$ cat src/rtl/spi_ram_ctrl.sv
// spi_ram_ctrl: command sequencer between an SPI slave and a single-port sync RAM.
// Each rx word is {cmd[1:0], payload[DATA_W-1:0]}:
//   00 set write address, 01 write data, 10 set read address, 11 read data.
// Ports:
//   clk, rst_n            clock, asynchronous active-low reset
//   rx_data, rx_valid     command word and its one-cycle strobe
//   mem_en, mem_we        RAM access / write enable
//   mem_addr, mem_wdata   RAM address / write data
//   mem_rdata             RAM read data, valid one cycle after a read access
//   tx_data, tx_valid     read data returned to the SPI slave, one-cycle strobe
//   busy                  FSM not idle
//   cmd_drop              one-cycle pulse: a command arrived while busy
// Build option: define SPI_RAM_CTRL_AUTOINC_EN to post-increment the write
// address after each write and the read address after each read.
module spi_ram_ctrl #(
  parameter int unsigned DATA_W = 8,
  parameter int unsigned ADDR_W = 8
) (
  input  logic              clk,
  input  logic              rst_n,
  input  logic [DATA_W+1:0] rx_data,
  input  logic              rx_valid,
  output logic              mem_en,
  output logic              mem_we,
  output logic [ADDR_W-1:0] mem_addr,
  output logic [DATA_W-1:0] mem_wdata,
  input  logic [DATA_W-1:0] mem_rdata,
  output logic [DATA_W-1:0] tx_data,
  output logic              tx_valid,
  output logic              busy,
  output logic              cmd_drop
);

  localparam logic [1:0] CMD_SET_WA = 2'b00;
  localparam logic [1:0] CMD_WRITE  = 2'b01;
  localparam logic [1:0] CMD_SET_RA = 2'b10;
  localparam logic [1:0] CMD_READ   = 2'b11;

  typedef struct packed {
    logic [1:0]        cmd;
    logic [DATA_W-1:0] payload;
  } rx_word_t;

  typedef enum logic [2:0] {
    S_IDLE,
    S_WRITE,
    S_RD_REQ,
    S_RD_WAIT,
    S_RESP
  } state_e;

  rx_word_t          rx_w;
  logic [ADDR_W-1:0] pay_addr;

  state_e            state_q,     state_d;
  logic [ADDR_W-1:0] wr_addr_q,   wr_addr_d;
  logic [ADDR_W-1:0] rd_addr_q,   rd_addr_d;
  logic              mem_en_q,    mem_en_d;
  logic              mem_we_q,    mem_we_d;
  logic [ADDR_W-1:0] mem_addr_q,  mem_addr_d;
  logic [DATA_W-1:0] mem_wdata_q, mem_wdata_d;
  logic [DATA_W-1:0] tx_data_q,   tx_data_d;
  logic              tx_valid_q,  tx_valid_d;
  logic              busy_q,      busy_d;
  logic              cmd_drop_q,  cmd_drop_d;

  assign rx_w     = rx_data;
  assign pay_addr = rx_w.payload[ADDR_W-1:0];

  // Next-state and registered-output logic
  always_comb begin
    state_d     = state_q;
    wr_addr_d   = wr_addr_q;
    rd_addr_d   = rd_addr_q;
    mem_en_d    = 1'b0;
    mem_we_d    = 1'b0;
    mem_addr_d  = mem_addr_q;
    mem_wdata_d = mem_wdata_q;
    tx_data_d   = tx_data_q;
    tx_valid_d  = 1'b0;
    cmd_drop_d  = 1'b0;

    case (state_q)
      S_IDLE: begin
        if (rx_valid) begin
          case (rx_w.cmd)
            CMD_SET_WA: wr_addr_d = pay_addr;
            CMD_WRITE: begin
              state_d     = S_WRITE;
              mem_en_d    = 1'b1;
              mem_we_d    = 1'b1;
              mem_addr_d  = wr_addr_q;
              mem_wdata_d = rx_w.payload;
            end
            CMD_SET_RA: rd_addr_d = pay_addr;
            CMD_READ: begin
              state_d    = S_RD_REQ;
              mem_en_d   = 1'b1;
              mem_addr_d = rd_addr_q;
            end
            default: ;
          endcase
        end
      end
      S_WRITE: begin
        state_d = S_IDLE;
`ifdef SPI_RAM_CTRL_AUTOINC_EN
        wr_addr_d = wr_addr_q + ADDR_W'(1);
`endif
      end
      S_RD_REQ: begin
        state_d = S_RD_WAIT;
`ifdef SPI_RAM_CTRL_AUTOINC_EN
        rd_addr_d = rd_addr_q + ADDR_W'(1);
`endif
      end
      // RAM data is valid now; register it straight into the response
      S_RD_WAIT: begin
        state_d    = S_RESP;
        tx_data_d  = mem_rdata;
        tx_valid_d = 1'b1;
      end
      S_RESP:  state_d = S_IDLE;
      default: state_d = S_IDLE;
    endcase

    // Commands are only sampled in IDLE; anything else is reported and lost
    if (rx_valid && (state_q != S_IDLE)) begin
      cmd_drop_d = 1'b1;
    end

    busy_d = (state_d != S_IDLE);
  end

  // State and output registers
  always_ff @(posedge clk or negedge rst_n) begin
    if (!rst_n) begin
      state_q     <= S_IDLE;
      wr_addr_q   <= '0;
      rd_addr_q   <= '0;
      mem_en_q    <= 1'b0;
      mem_we_q    <= 1'b0;
      mem_addr_q  <= '0;
      mem_wdata_q <= '0;
      tx_data_q   <= '0;
      tx_valid_q  <= 1'b0;
      busy_q      <= 1'b0;
      cmd_drop_q  <= 1'b0;
    end else begin
      state_q     <= state_d;
      wr_addr_q   <= wr_addr_d;
      rd_addr_q   <= rd_addr_d;
      mem_en_q    <= mem_en_d;
      mem_we_q    <= mem_we_d;
      mem_addr_q  <= mem_addr_d;
      mem_wdata_q <= mem_wdata_d;
      tx_data_q   <= tx_data_d;
      tx_valid_q  <= tx_valid_d;
      busy_q      <= busy_d;
      cmd_drop_q  <= cmd_drop_d;
    end
  end

  assign mem_en    = mem_en_q;
  assign mem_we    = mem_we_q;
  assign mem_addr  = mem_addr_q;
  assign mem_wdata = mem_wdata_q;
  assign tx_data   = tx_data_q;
  assign tx_valid  = tx_valid_q;
  assign busy      = busy_q;
  assign cmd_drop  = cmd_drop_q;

endmodule

$ cat config.mk
export PLATFORM = sky130hd
export DESIGN_NAME = spi_ram_ctrl
export DESIGN_NICKNAME = d
export VERILOG_FILES = /design/src/rtl/spi_ram_ctrl.sv
export SDC_FILE = /design/constraint.sdc
export NUM_CORES = 1
export LEC_CHECK = 0
export ABC_AREA = 0
export BUFFER_PORTS_ARGS = -buffer_cell sky130_fd_sc_hd__buf_2
export CAP_MARGIN = 40
export CELL_PAD_IN_SITES_DETAIL_PLACEMENT = 0
export CELL_PAD_IN_SITES_GLOBAL_PLACEMENT = 2
export CORE_ASPECT_RATIO = 1.2
export CORE_UTILIZATION = 33
export CTS_BUF_LIST = sky130_fd_sc_hd__clkbuf_2 sky130_fd_sc_hd__clkbuf_4 sky130_fd_sc_hd__clkbuf_8
export DETAILED_ROUTE_END_ITERATION = 8
export PLACE_DENSITY_LB_ADDON = 0.1
export SYNTH_ARGS = -nofsm -noshare
export SYNTH_HDL_FRONTEND = slang
export SYNTH_SLANG_ARGS = --single-unit
export TNS_END_PERCENT = 100
$ cat constraint.sdc
create_clock -name clk -period 1.5 [get_ports clk]
set_input_delay 0.3 -clock clk [delete_from_list [all_inputs] [get_ports clk]]
set_output_delay 0.3 -clock clk [all_outputs]
set_load 0.02 [all_outputs]
==> metrics.txt <==
status=finished with violations; violated checks=setup timing; nets=212; IO buf count=49; synthesized instance count=127; final hold slack=0.228 ns; Synth warnings=0; gpl congestion=0.704; Design Area, Final=2500 um2; Total Routing Usage GR=0.141; H-tree depth=2; CP max-delay cell=dfrtp_1; vias in the first global route=1284; number of routed nets with antenna violations=0; commonest cells in the netlist=dfrtp_1 (48), a21oi_1 (16), mux2_2 (16), mux2_4 (16), mux2i_1 (8); Worst path depth=4; CTS tree=done; Cell Chain, Critical Path=nor4b_4, nand3b_1, buf_4, mux2_4; Max Cap Viol=0; syn_nets=148; pre-CTS WS=-0.0844 ns; Worst Path Max Fanout=4; WP data arrival=1.70 ns; Peak VDD IR=821 uV; total clock sinks=48; Worst Max-Slew Pin Slew=0.334 ns; Synth area leaders=dfrtp_1 (61%), mux2_4 (12%), mux2_2 (9.2%); final wirelength=3.93 mm; r2r worst-path depth=4; DR DRC count=0; Top delay family on crit path=simple AND/OR/NAND/NOR gates; post-synth top area share=0.615; diodes inserted=0; CP Data Required Time=1.68 ns; Max-slew headroom=0.776; Clock transition at path regs=0.08 ns; die width=72.3 um; register bit count reported by yosys=48; clk_lat worst skew=0.30 ns; reg-to-reg critical path startpoint=state_q[2]$_DFF_PN0_; DRT iter0 DRCs=47; RSZ-0062 raised after global routing=true; most frequent cell after synthesis=dfrtp_1; DR WL/cell=14.4 um; Core Rows=30; Post-DP Area=2380 um2; initial antenna violation count=0; total CTS buffers=5; crit path from=state_q[2]$_DFF_PN0_; number of hold violations in the final report=0; Worst Setup EP=mem_wdata[5]$_DFFE_PN0P_; clock root buffer=clkbuf_8; PwrDens=2030 nW/um2; Post-synth EDFFs=0; DRT Pass-1 Iters=4; CP bufs+invs=1; ys flop type=dfrtp_1; Period Utilization, post-route=1.01; Starting Density=0.345; global-route wire length before repair=6.54 mm; ys async rst share=1.00; share of layout cells above drive strength 1=0.552; clock skew after layout=0.00560 ns; TNS Setup=-0.0297 ns; CP peak stage delay=0.42 ns; Critical R2R Capture=mem_wdata[5]$_DFFE_PN0P_; post-layout minimum cycle time=1.51 ns; Netlist cell types=19; # setup viols final=6; Fmax=662 MHz; LEAKAGE=1.29 nW; synthesis-to-finish area growth=27.8%; cell accounting for the most synthesized area=dfrtp_1; Die ar.=6240 um2; mean post-synth cell area=15.4 um2; Final Slew Violations=0; I/O pins=50; DR vias/cell=4.54; Critical Path Start Type=flop; GRT Residual Overflow=0; Vert. Die Dim=86.3 um; Setup crit end kind=flop; final worst slack=-0.0113 ns; via count=1234; Final HPWL DP=2.64 mm; Fill cells=543; pin count of the biggest net entering global routing=49; area of the mapped netlist=1950 um2; Max clock buf depth=2; FF-to-FF setup slack=-0.01 ns; worst hold path depth=2; Core Area=5670 um2; Crit Path Class=reg -> reg; # Post-CTS Setup Buffers=0; register area share after synthesis=0.615; Min-Delay Path Class=in -> reg
## cell type report
type	count	area, um2	share of cell area
inverters	2	7.51	0.00301
flip-flops and latches	48	1200	0.481
repair buffers	62	374	0.150
multi-input cells	72	717	0.287
well taps	80	100	0.0401
clock buffers	8	97.6	0.0391
## power by group
part           switching, mW  internal, mW
logic                   1.04          1.01
clock network          0.404         0.413
registers              0.307          1.90
## cell usage in the layout, fill, tap and decap left out, drive strengths merged
cell type,n
o31a,1
nand2,5
nand3,1
buf,61
mux2,32
nand3b,2
mux2i,8
nor2,2
nor4b,1
dfrtp,48
and3,2
a21oi,16
dlygate4sd3,1
a21o,1
clkbuf,8
and2,1
inv,2
## through the flow
stage / utilization / power [mW] / std cells
after floorplan: - / 3.59 / 127
after global placement: 0.419 / 4.25 / 263
after global routing: 0.441 / 5.43 / 272
final: 0.441 / 5.08 / 272
after detailed placement: 0.419 / 4.29 / 263
after CTS: 0.441 / 5.15 / 272
## how the worst min path moves through the flow
stage | startpoint | to | slack, ns
finish | mem_rdata[1] | tx_data[1]$_DFFE_PN0P_ | 0.23
CTS | mem_rdata[1] | tx_data[1]$_DFFE_PN0P_ | 0.22
detailed placement | rst_n | busy$_DFF_PN0_ | 0.31
floorplan | rst_n | busy$_DFF_PN0_ | 0.004
global placement | rst_n | mem_wdata[1]$_DFFE_PN0P_ | 0.30
global route | mem_rdata[7] | tx_data[7]$_DFFE_PN0P_ | 0.21
## registers in the layout, indices dropped and copies added, names as in the netlist
register / count
cmd_drop: 1
rd_addr_q: 8
mem_wdata: 8
mem_addr: 8
mem_we: 1
busy: 1
wr_addr_q: 8
mem_en: 1
state_q: 3
tx_data: 8
tx_valid: 1
## worst reg2reg max path, cell delays in order, from the launching register on
cell and delay (ns):
dfrtp_1 0.42, nor4b_4 0.30, nand3b_1 0.18, buf_4 0.21
mux2_4 0.29
## cell families after synthesis
logic type | count (synthesis) | share of synthesized area
DFF | 48 | 0.615
and+or+nand+nor | 14 | 0.0563
AOI/OAI and AO/OA | 18 | 0.0499
muxes | 40 | 0.256
buffers and inverters | 7 | 0.0230
## repair_timing
item / in CTS / in global routing
hold buffers: 1 / 0
gates resized for setup: 2 / 0
hold endpoints to repair: 48 / 0
endpoints found under the setup margin: 14 / 33
## metal layers
layer,GRT usage,routed length (um),vias up
met3,0.0384,230,8
li1,-,-,574
met5,0,0,-
met1,0.180,1740,609
met4,0.0606,88,0
met2,0.223,1870,43
Note: power is estimated with default switching activity, not from simulation.
